$ cat config.mk
export PLATFORM = sky130hd
export DESIGN_NAME = wrdata_strobe_gen
export DESIGN_NICKNAME = d
export VERILOG_FILES = /design/src/rtl/wrdata_pkg.sv /design/src/rtl/wrdata_strobe_gen.sv
export SDC_FILE = /design/constraint.sdc
export NUM_CORES = 1
export LEC_CHECK = 0
export ABC_AREA = 1
export BUFFER_PORTS_ARGS = -buffer_cell sky130_fd_sc_hd__buf_2
export CAP_MARGIN = 0
export CORE_UTILIZATION = 30
export CTS_BUF_LIST = sky130_fd_sc_hd__clkbuf_2
export DETAILED_ROUTE_END_ITERATION = 12
export SYNTH_ARGS = -nofsm -noshare
export SYNTH_HDL_FRONTEND = slang
export SYNTH_SLANG_ARGS = --single-unit
$ cat constraint.sdc
create_clock -name i_clock -period 2.78 [get_ports i_clock]
set_clock_uncertainty 0.2 [all_clocks]
set_input_delay 0.139 -clock i_clock [delete_from_list [all_inputs] [get_ports i_clock]]
set_output_delay 0.139 -clock i_clock [all_outputs]
set_load 0.02 [all_outputs]
$ cat src/rtl/wrdata_pkg.sv
// Shared types, code points and the CRC-8 step function for the write-data serializer.
package wrdata_pkg;

  localparam int unsigned CNT_W = 6;

  typedef enum logic [2:0] {
    ST_IDLE,
    ST_PRE,
    ST_DATA,
    ST_CRC,
    ST_POST
  } state_e;

  localparam logic [5:0] BL_8  = 6'd8;
  localparam logic [5:0] BL_16 = 6'd16;
  localparam logic [5:0] BL_32 = 6'd32;

  localparam logic [2:0] PRE_MIN = 3'd2;
  localparam logic [2:0] PRE_MAX = 3'd4;

  localparam logic [1:0] POST_HALF     = 2'b01;
  localparam logic [1:0] POST_ONE_HALF = 2'b10;

  localparam logic [7:0] CRC8_POLY = 8'h07;

  // One byte of MSB-first CRC-8 update.
  function automatic logic [7:0] crc8_next(input logic [7:0] crc, input logic [7:0] data);
    logic [7:0] c;
    c = crc ^ data;
    for (int i = 0; i < 8; i++) begin
      c = c[7] ? ((c << 1) ^ CRC8_POLY) : (c << 1);
    end
    return c;
  endfunction

endpackage

$ cat src/rtl/wrdata_strobe_gen.sv
// Write-data serializer: DQS preamble, toggling strobe with DQ beats, optional CRC beats, postamble.
module wrdata_strobe_gen
  import wrdata_pkg::*;
#(
  parameter int unsigned DQ_WIDTH = 8
) (
  input  logic                i_clock,
  input  logic                i_reset,
  input  logic                i_enable,
  input  logic                i_wr_start,
  input  logic [5:0]          i_burst_length,
  input  logic [7:0]          i_pre_pattern,
  input  logic [2:0]          i_pre_cycle,
  input  logic [1:0]          i_post_cycle,
  input  logic                i_crc_en,
  input  logic [DQ_WIDTH-1:0] i_wrdata,
  output logic                o_data_req,
  output logic                o_dqs,
  output logic                o_dqs_oe,
  output logic [DQ_WIDTH-1:0] o_dq,
  output logic                o_dq_oe,
  output logic                o_busy,
  output logic                o_done
);

  state_e              state_q, state_d;
  logic [CNT_W-1:0]    cnt_q, cnt_d;
  logic [7:0]          crc_q, crc_d;
  logic [7:0]          pat_q, pat_d;
  logic [5:0]          bl_q, bl_d;
  logic                post_long_q, post_long_d;
  logic                crc_en_q, crc_en_d;
  logic                dqs_q, dqs_d;
  logic                dqs_oe_q, dqs_oe_d;
  logic [DQ_WIDTH-1:0] dq_q, dq_d;
  logic                dq_oe_q, dq_oe_d;
  logic                busy_q, busy_d;
  logic                done_q, done_d;

  logic [2:0]          pre_s;
  logic [CNT_W-1:0]    pre_m1;
  logic [5:0]          bl_s;
  logic                enter_post;

  // Config sanitization applied at the start edge.
  always_comb begin
    pre_s  = (i_pre_cycle >= PRE_MIN && i_pre_cycle <= PRE_MAX) ? i_pre_cycle : PRE_MIN;
    pre_m1 = CNT_W'({pre_s, 1'b0}) - CNT_W'(1);
    bl_s   = (i_burst_length == BL_8 || i_burst_length == BL_16 || i_burst_length == BL_32)
             ? i_burst_length : BL_16;
  end

  // Data is requested on the last preamble UI and all but the last data UI.
  always_comb begin
    o_data_req = i_enable && (((state_q == ST_PRE) && (cnt_q == '0)) ||
                              ((state_q == ST_DATA) && (cnt_q != '0)));
  end

  always_comb begin
    state_d     = state_q;
    cnt_d       = cnt_q;
    crc_d       = crc_q;
    pat_d       = pat_q;
    bl_d        = bl_q;
    post_long_d = post_long_q;
    crc_en_d    = crc_en_q;
    dqs_d       = dqs_q;
    dqs_oe_d    = dqs_oe_q;
    dq_d        = dq_q;
    dq_oe_d     = dq_oe_q;
    busy_d      = busy_q;
    done_d      = 1'b0;
    enter_post  = 1'b0;

    if (o_data_req) crc_d = crc8_next(crc_q, 8'(i_wrdata));

    unique case (state_q)
      ST_IDLE: begin
        if (i_wr_start) begin
          state_d     = ST_PRE;
          cnt_d       = pre_m1;
          crc_d       = '0;
          pat_d       = i_pre_pattern;
          bl_d        = bl_s;
          post_long_d = (i_post_cycle == POST_ONE_HALF);
          crc_en_d    = i_crc_en;
          dqs_d       = i_pre_pattern[pre_m1[2:0]];
          dqs_oe_d    = 1'b1;
          dq_d        = '0;
          dq_oe_d     = 1'b0;
          busy_d      = 1'b1;
        end
      end
      ST_PRE: begin
        if (cnt_q != '0) begin
          cnt_d = cnt_q - CNT_W'(1);
          dqs_d = pat_q[3'(cnt_q - CNT_W'(1))];
        end else begin
          state_d = ST_DATA;
          cnt_d   = bl_q - 6'd1;
          dqs_d   = 1'b1;
          dq_d    = i_wrdata;
          dq_oe_d = 1'b1;
        end
      end
      ST_DATA: begin
        dqs_d = ~dqs_q;
        if (cnt_q != '0) begin
          cnt_d = cnt_q - CNT_W'(1);
          dq_d  = i_wrdata;
        end else if (crc_en_q) begin
          state_d = ST_CRC;
          cnt_d   = CNT_W'(1);
          dq_d    = DQ_WIDTH'(crc_q);
        end else begin
          enter_post = 1'b1;
        end
      end
      ST_CRC: begin
        dqs_d = ~dqs_q;
        if (cnt_q != '0) begin
          cnt_d = '0;
          dq_d  = '1;
        end else begin
          enter_post = 1'b1;
        end
      end
      ST_POST: begin
        if (cnt_q != '0) begin
          cnt_d = cnt_q - CNT_W'(1);
        end else begin
          state_d  = ST_IDLE;
          dqs_d    = 1'b0;
          dqs_oe_d = 1'b0;
          busy_d   = 1'b0;
          done_d   = 1'b1;
        end
      end
      default: state_d = ST_IDLE;
    endcase

    // Postamble: strobe parked low but still driven.
    if (enter_post) begin
      state_d  = ST_POST;
      cnt_d    = post_long_q ? CNT_W'(2) : CNT_W'(0);
      dqs_d    = 1'b0;
      dqs_oe_d = 1'b1;
      dq_d     = '0;
      dq_oe_d  = 1'b0;
    end
  end

  always_ff @(posedge i_clock or negedge i_reset) begin
    if (!i_reset) begin
      state_q     <= ST_IDLE;
      cnt_q       <= '0;
      crc_q       <= '0;
      pat_q       <= '0;
      bl_q        <= '0;
      post_long_q <= 1'b0;
      crc_en_q    <= 1'b0;
      dqs_q       <= 1'b0;
      dqs_oe_q    <= 1'b0;
      dq_q        <= '0;
      dq_oe_q     <= 1'b0;
      busy_q      <= 1'b0;
      done_q      <= 1'b0;
    end else if (i_enable) begin
      state_q     <= state_d;
      cnt_q       <= cnt_d;
      crc_q       <= crc_d;
      pat_q       <= pat_d;
      bl_q        <= bl_d;
      post_long_q <= post_long_d;
      crc_en_q    <= crc_en_d;
      dqs_q       <= dqs_d;
      dqs_oe_q    <= dqs_oe_d;
      dq_q        <= dq_d;
      dq_oe_q     <= dq_oe_d;
      busy_q      <= busy_d;
      done_q      <= done_d;
    end
  end

  assign o_dqs    = dqs_q;
  assign o_dqs_oe = dqs_oe_q;
  assign o_dq     = dq_q;
  assign o_dq_oe  = dq_oe_q;
  assign o_busy   = busy_q;
  assign o_done   = done_q;

endmodule

==> run_results.csv, run 1 <==
group,metric,value,unit
floorplanning,die_height,102,um
run_status,status,"finished clean",
route,finalWirelength,7940,um
route,drt_pre_antenna_iters,6,
global_route,first_global_vias,2987,
sta,slew_headroom,0.671,
floorplanning,fp.dieW,102,um
placed_design,portBuffers,45,
cells_and_area,nets,565,
synthesis,synth_area_leader_cell,"dfrtp_1",
synthesis,synth_area_leaders,"dfrtp_1 (39%), nand2_1 (25%), inv_1 (5.0%)",
synthesis,synth_cells,447,
route,drt-met1-wl,3610,um
synthesis,synth_top_area_frac,0.385,
route,wl_met2,3930,um
sta,drv_slew,0,
clock_tree,clk_latency,0.43,ns
clock_tree,cts_root_buffer,"clkbuf_2",
synthesis,synth_edf_count,0,
cells_and_area,stdcell_count,664,
synthesis,yosysWarnings,0,
placed_design,dp_cells,624,
critical_path,cp.arrival,2.19,ns
worst_hold_path,hp-start,"i_pre_cycle[0]",
cells_and_area,ff_latch_area,1150,um2
critical_path,end_kind,"primary output",
clock_tree,cts_tree,"built",
global_route,antenna_found_initial,0,
critical_path,crit_path_start_kind,"flip-flop",
route,drtIter0Drc,173,
cells_and_area,syn_to_final_growth,25.2,%
route,wl_met3,297,um
cells_and_area,drive_gt1_frac,0.145,
critical_path,cp_top_family,"buffers and inverters",
clock_tree,cts.reportedPaths.clkPinSlew,0.24,ns
pwr,p_per_area,970,nW/um2
run,cap_viol_max_count,0,
critical_path,path_buf_inv,3,
cells_and_area,fillers,1073,
pwr,vdd_drop_max,384,uV
worst_hold_path,hold_path_class,"in2reg",
synthesis,synthArstFlopShare,1.00,
synthesis,syn_area,2990,um2
clock_tree,cts_sinks,46,
critical_path,r2r-end,"bl_q[3]",
worst_hold_path,timing.hold.worst_path_depth,6,
critical_path,critPathMaxFanout,12,
critical_path,worstSetupPathType,"reg2out",
sta,final-setup-viol-count,0,
worst_hold_path,hold_end,"cnt_q[1]",
clock_tree,numCtsBuffers,5,
floorplanning,floorplan.initialDensity,0.307,
critical_path,critPathMaxStageDelay,0.49,ns
placed_design,dp_hpwl,5910,um
sta,fin_crit,2.53,ns
global_route,grt_usage,0.167,
placed_design,gp_congestion,0.850,
sta,tns,0,ns
placed_design,dp_slack,0.569,ns
sta,fmax,0.395,GHz
sta,final.period_utilization,0.911,
cells_and_area,multi_input_area,1630,um2
floorplanning,pin_count,46,
global_route,grt_pass1_wl,13700,um
route,num_vias,3071,
critical_path,cp.required,2.44,ns
clock_tree,clockBufferDepth,2,
route,viasPerCell,4.63,
synthesis,synth.avg_cell_area,6.69,um2
floorplanning,num_rows,36,
global_route,grt_max_degree,25,
cells_and_area,antenna_cells,0,
critical_path,worstRegToRegCells,8,
route,ant_nets,0,
synthesis,ys_ff_latch,46,
pwr,leakagePower,0.00195,uW
critical_path,ff2ff_setup_slack,0.39,ns
route,drc,0,
sta,worst_pin_slew,0.493,ns
synthesis,ys_types,29,
global_route,grt-ovfl-total,0,
route,wire_per_inst,12.0,um
synthesis,synth_top_flop_cell,"dfrtp_1",
sta,hold_viol,0,
floorplanning,core_area,9730,um2
sta,finalWorstSetupSlack,0.248,ns
synthesis,synthesis.nets,482,
route,top_layer,"met4",
floorplanning,die_area,10400,um2
critical_path,r2r-start,"state_q[0]",
sta,grt_setup_unrepaired,"no",
critical_path,cp_cell_sequence,"inv_2 -> ha_1 -> nand4_1 -> buf_4 -> nand2_1 -> o21ai_4 -> nor2_4 -> buf_2",
sta,holdWs,0.0925,ns
synthesis,yosysSeqAreaShare,0.385,
critical_path,cp_slowest_cell,"dfrtp_1",
clock_tree,ctsHtreeMaxLevel,2,
## timing repair
| action | CTS | global route |
|---|---|---|
| hold buffers | 32 | 0 |
| gates resized for setup | 0 | 1 |
| buffers inserted | 0 | 0 |
| endpoints found under the hold margin | 50 | 0 |
| endpoints found under the setup margin | 0 | 1 |
## per-stage QoR
stage	total power, uW	instance area [um2]	utilization
detailed placement	3320	3380	0.347
finish	3630	3740	0.385
global placement	3280	3380	0.347
CTS	3660	3740	0.385
floorplan	2770	2990	-
global route	4040	3740	0.385
## how the worst max path moves through the flow
stage | startpoint | endpoint | slack, ns | cells past startpoint
global placement | cnt_q[0] | cnt_q[2] | 0.64 | 10
finish | cnt_q[0] | o_data_req | 0.25 | 8
floorplan | cnt_q[0] | crc_q[4] | 0.73 | 10
CTS | cnt_q[0] | o_data_req | 0.15 | 8
detailed placement | cnt_q[0] | cnt_q[1] | 0.57 | 10
global route | cnt_q[0] | o_data_req | 0.06 | 8
## placed cells by master (no fill, tap or decap), drive strengths merged, types with 5 or more instances in the layout
cell type      n
nand2        202
buf           48
dfrtp         46
inv           46
nor2          40
dlygate4sd3   32
nand3         29
o21ai         21
a21oi         15
xnor2         12
o211ai         9
clkbuf         6
nand4          5
xor2           5
nor3           5
## worst reg2reg max path, cell delays in order, from the launching register on
cell,delay (ns)
dfrtp_1,0.47
inv_1,0.18
nand2_2,0.12
nor2_2,0.13
nand3_1,0.13
inv_1,0.34
nand3_1,0.13
dlygate4sd3_1,0.57
o21ai_0,0.07
## registers in the layout, summed over array words and instances, names as in the netlist
register and flops:
crc_en_q 1, o_dqs 1, pat_q 8, o_busy 1
bl_q 6, o_dq 8, state_q 3, o_dqs_oe 1
post_long_q 1, crc_q 8, cnt_q 6, o_done 1
o_dq_oe 1
## where the power goes
group	total, uW	internal (uW)	switching [uW]	leakage (uW)
clock	301	66.6	235	0.0000330
sequential	1130	921	213	0.000588
combinational	2200	767	1430	0.00133
## synth_stat cells (all sizes together), types with 5 or more instances
master	instances
nand2	202
dfrtp	46
inv	46
nor2	40
nand3	29
o21ai	21
a21oi	15
xnor2	12
o211ai	9
nand4	5
nor3	5
xor2	5
## final cells by class
cell class              instances  area share
clock buffers                   6     0.00802
clock inverters                 2     0.00368
inverters                      48      0.0485
flip-flops and latches         46       0.307
repair buffers                 80       0.152
multi-input cells             349       0.436
well taps                     133      0.0445
## per-layer routing
metal,global-route usage,up-vias
met5,0,-
met4,0.0385,0
met3,0.0253,11
met2,0.307,71
met1,0.207,1412
li1,-,1577
## cell families after synthesis
family                     synth area share
and+or+nand+nor                       0.391
xor gates and xnor gates             0.0498
DFF                                   0.385
adders and majority gates            0.0126
AOI/OAI and AO/OA                    0.0929
buffers and inverters                0.0686
(Power assumes the default switching activity.)
==> run 2: changes to the inputs <==
clock period = 2.95 ns   (was 2.78 ns; I/O delays follow)
==> run_results.csv, run 2 (synthesized netlist as in run 1, its figures left out) <==
group,metric,value,unit
placed_design,dp_slack,0.341,ns
pwr,p_per_area,930,nW/um2
sta,worst_pin_slew,0.623,ns
floorplanning,core_area,9730,um2
clock_tree,numCtsBuffers,5,
clock_tree,clockBufferDepth,2,
sta,grt_setup_unrepaired,"no",
sta,tns,0,ns
clock_tree,ctsHtreeMaxLevel,2,
global_route,antenna_found_initial,0,
route,ant_nets,0,
clock_tree,cts_sinks,46,
global_route,first_global_vias,3001,
sta,final-setup-viol-count,0,
critical_path,crit_top_cell,"dlygate4sd3_1",
placed_design,gp_congestion,0.886,
floorplanning,die_height,102,um
floorplanning,pin_count,46,
critical_path,critPathMaxStageDelay,0.60,ns
global_route,grt-ovfl-total,0,
floorplanning,floorplan.initialDensity,0.307,
floorplanning,num_rows,36,
route,viasPerCell,4.55,
critical_path,cp.arrival,3.02,ns
cells_and_area,stdcell_count,663,
pwr,p_sw,1760,uW
critical_path,cp_cell_sequence,"dlygate4sd3_1 -> buf_2 -> nor3_1 -> dlygate4sd3_1 -> nand3_1 -> dlygate4sd3_1 -> o21ai_0 -> nand3_1 -> dlygate4sd3_1 -> o21ai_0",
route,drc,0,
sta,final.period_utilization,0.974,
floorplanning,die_area,10400,um2
pwr,internal_power,1730,uW
placed_design,dp_cells,623,
cells_and_area,drive_gt1_frac,0.142,
pwr,clkPwrFrac,0.099,
clock_tree,cts_tree,"built",
critical_path,cp_slowest_cell,"dlygate4sd3_1",
critical_path,crit_path_start_kind,"primary input",
route,num_vias,3019,
worst_hold_path,hold_path_class,"in2async",
critical_path,end_kind,"flip-flop",
placed_design,portBuffers,45,
global_route,grt_pass1_wl,13200,um
run_status,status,"finished clean",
sta,hold_viol,0,
run,cap_viol_max_count,0,
sta,fin_crit,2.87,ns
cells_and_area,syn_to_final_growth,25.7,%
placed_design,dp_hpwl,5800,um
global_route,grt_max_degree,28,
route,finalWirelength,7870,um
route,drt_pre_antenna_iters,5,
clock_tree,clk_latency,0.42,ns
floorplanning,fp.dieW,102,um
pwr,vdd_drop_max,328,uV
sta,finalWorstSetupSlack,0.0766,ns
global_route,grt_usage,0.162,
pwr,seq_power_share,0.306,
pwr,power_frac_comb,0.595,
critical_path,critPathMaxFanout,2,
sta,drv_slew,0,
pwr,finalPower,3490,uW
sta,fmax,0.348,GHz
critical_path,cp.required,3.10,ns
sta,slew_headroom,0.585,
route,wire_per_inst,11.9,um
clock_tree,cts_root_buffer,"clkbuf_2",
pwr,leakagePower,0.00196,uW
clock_tree,ctsResizeCount,0,
cells_and_area,antenna_cells,0,
pwr,switching_share,0.503,
cells_and_area,most-common-layout-cells,"nand2_1 (200), dfrtp_1 (46), buf_2 (45), inv_1 (40), nor2_1 (33)",
route,drtIter0Drc,115,
cells_and_area,final_common_cell,"nand2_1",
critical_path,worstSetupPathType,"in2reg",
cells_and_area,nets,565,
clock_tree,cts.reportedPaths.clkPinSlew,0.24,ns
-- run 2: routing by layer --
metal / global-route usage / part of all wire / vias to the layer above
met5: 0 / 0 / -
met3: 0.0260 / 0.032 / 11
li1: - / - / 1567
met4: 0.0407 / 0.012 / 0
met2: 0.297 / 0.49 / 60
met1: 0.196 / 0.47 / 1381
-- run 2: worst paths after layout --
| path | slack (ns) | end | cells past startpoint | startpoint |
|---|---|---|---|---|
| min in group i_clock | 0.10 | cnt_q[1] | 6 | i_pre_cycle[0] |
| hold / removal | 0.02 | o_dq[0] | 2 | i_reset |
| max in group asynchronous | 1.80 | bl_q[3] | 3 | i_reset |
| hold reg to reg | 0.31 | bl_q[0] | 2 | bl_q[0] |
| setup reg to reg | 0.40 | bl_q[3] | 9 | state_q[0] |
| setup / recovery | 0.08 | bl_q[3] | 10 | i_burst_length[2] |
-- run 2: final cells by class --
type / instances / area, um2
timing repair buffer: 80 / 566
tap: 133 / 166
multi-input combinational: 349 / 1630
sequential: 46 / 1150
clock buffer: 5 / 25.0
fill: 1058 / 5970
clock inverter: 2 / 33.8
inverter: 48 / 181
-- run 2: worst max-delay path, delay by kind of cell --
family | cells | cell delay [ns]
buffers and inverters | 5 | 2.38
AND/OR/NAND/NOR | 3 | 0.32
AO/OA/AOI/OAI | 2 | 0.18
-- run 2: what timing repair did --
action / 4_1_cts / 5_1_grt
hold buffers: 31 / 0
endpoints found under the hold margin: 54 / 0
setup endpoints to repair: 1 / 0
setup buffers: 2 / 0
-- run 2: power groups by stage --
stage,logic (uW),registers [uW],clock network [uW]
6_report,2080,1070,345
5_1_grt,2390,1100,379
4_1_cts,2090,1070,354
3_5_place_dp,2030,1080,0
3_3_place_gp,2000,1080,0
2_1_floorplan,1500,1110,0
-- run 2: metrics by stage --
stage | utilization | cell area, um2 | hold WS (ns)
6_report | 0.386 | 3760 | 0.0233
5_1_grt | 0.386 | 3760 | 0.0780
4_1_cts | 0.386 | 3760 | 0.0288
3_5_place_dp | 0.347 | 3370 | 0.00442
3_3_place_gp | 0.347 | 3370 | 0.000468
2_1_floorplan | - | 2990 | -0.348
==> run 3: changes to the inputs <==
CTS_BUF_LIST = sky130_fd_sc_hd__clkbuf_8   (was sky130_fd_sc_hd__clkbuf_2)
==> run_results.csv, run 3 (synthesized netlist as in run 1, its figures left out) <==
group,metric,value,unit
clock_tree,cts_root_buffer,"clkbuf_8",
sta,worst_pin_slew,0.636,ns
sta,hold_viol,0,
floorplanning,die_area,10400,um2
route,wire_per_inst,11.8,um
critical_path,worstSetupPathType,"reg2reg",
cells_and_area,multi_input_area,1630,um2
pwr,finalPower,3670,uW
sta,fin_crit,2.49,ns
placed_design,dp_hpwl,5800,um
clock_tree,cts_sinks,46,
route,drt_pre_antenna_iters,5,
global_route,grt_usage,0.157,
cells_and_area,stdcell_count,654,
pwr,leakagePower,0.00195,uW
critical_path,cp.arrival,2.51,ns
global_route,grt_max_degree,28,
pwr,p_per_area,989,nW/um2
sta,final.period_utilization,0.843,
global_route,antenna_found_initial,0,
sta,final-setup-viol-count,0,
clock_tree,clk_latency,0.30,ns
floorplanning,fp.dieW,102,um
clock_tree,numCtsBuffers,5,
floorplanning,pin_count,46,
sta,fmax,0.402,GHz
worst_hold_path,hold_path_class,"in2reg",
route,drtIter0Drc,109,
sta,grt_setup_unrepaired,"no",
route,viasPerCell,4.57,
floorplanning,num_rows,36,
placed_design,portBuffers,45,
cells_and_area,ff_latch_area,1150,um2
cells_and_area,final_common_cell,"nand2_1",
clock_tree,cts_tree,"built",
critical_path,end_kind,"flip-flop",
placed_design,gp_congestion,0.886,
global_route,grt_pass1_wl,12800,um
placed_design,dp_cells,623,
cells_and_area,fillers,1059,
floorplanning,core_area,9730,um2
clock_tree,clockBufferDepth,2,
global_route,grt-ovfl-total,0,
floorplanning,floorplan.initialDensity,0.307,
clock_tree,ctsResizeCount,0,
sta,drv_slew,0,
route,ant_nets,0,
critical_path,crit_path_start_kind,"flip-flop",
run_status,status,"finished clean",
cells_and_area,drive_gt1_frac,0.154,
route,drc,0,
pwr,vdd_drop_max,349,uV
run,cap_viol_max_count,0,
global_route,first_global_vias,2899,
critical_path,critPathMaxFanout,17,
clock_tree,cts.reportedPaths.clkPinSlew,0.09,ns
cells_and_area,antenna_cells,0,
route,finalWirelength,7740,um
cells_and_area,nets,556,
route,num_vias,2988,
sta,slew_headroom,0.576,
clock_tree,ctsHtreeMaxLevel,2,
cells_and_area,syn_to_final_growth,24.1,%
sta,tns,0,ns
floorplanning,die_height,102,um
critical_path,cp.required,2.97,ns
cells_and_area,most-common-layout-cells,"nand2_1 (200), dfrtp_1 (46), buf_2 (45), inv_1 (40), nor2_1 (33)",
[run 3: changes by cell type in the layout (fill, tap and decap cells not counted)]
cell           change
clkbuf_8           +6
dlygate4sd3_1     -13
clkinv_1           -1
clkbuf_2           -5
buf_4              +4
[run 3: metrics by stage]
step	utilization	worst slack [ns]	hold slack [ns]	instance area (um2)
after floorplan	-	0.902	-0.348	2990
after global placement	0.347	0.425	0.000468	3370
after detailed placement	0.347	0.341	0.00442	3370
after CTS	0.377	0.0548	0.00410	3660
after global routing	0.381	0.243	0.0399	3710
final	0.381	0.464	0.0126	3710
[run 3: final timing paths]
| path | endpoint | cells after the start | startpoint | slack [ns] |
|---|---|---|---|---|
| max reg2reg | post_long_q | 9 | state_q[0] | 0.46 |
| min | o_dq[3] | 5 | i_wrdata[3] | 0.01 |
| max in group asynchronous | bl_q[3] | 3 | i_reset | 1.64 |
| min in group asynchronous | o_dq[0] | 2 | i_reset | 0.19 |
| min reg2reg | o_dq[7] | 2 | o_dq[7] | 0.28 |
| max | post_long_q | 9 | state_q[0] | 0.46 |
[run 3: cell type report]
type / instances / area share
flip-flops and latches: 46 / 0.310
clock buffers: 6 / 0.0223
well taps: 133 / 0.0449
multi-input cells: 349 / 0.440
inverters: 48 / 0.0489
clock inverters: 1 / 0.00809
repair buffers: 71 / 0.125
[run 3: repair_timing]
action                                  4_1_cts  5_1_grt
hold endpoints to repair                     41        0
hold buffers                                 18        0
buffers inserted                              0        6
endpoints found under the setup margin        0        1
[run 3: where the power goes]
part / leakage [uW] / switching [uW] / total [uW] / internal [uW]
clock network: 0.0000573 / 214 / 485 / 271
logic: 0.00130 / 1360 / 2110 / 754
registers: 0.000588 / 200 / 1070 / 871
total: 0.00195 / 1770 / 3670 / 1900
[run 3: worst max-delay path: stages, from the launching register on]
cell and delay, ns:
dfrtp_1 0.41, inv_1 0.18, nand2_2 0.13, nor2_2 0.14
nand3_1 0.09, buf_4 0.20, inv_1 0.32, nand3b_1 0.11
dlygate4sd3_1 0.56, o21ai_0 0.07
[run 3: per-layer routing]
layer / vias up / part of all wire / GRT usage
li1: 1547 / - / -
met1: 1363 / 0.46 / 0.195
met2: 68 / 0.49 / 0.282
met3: 10 / 0.043 / 0.0267
met4: 0 / 0.011 / 0.0407
met5: - / 0 / 0
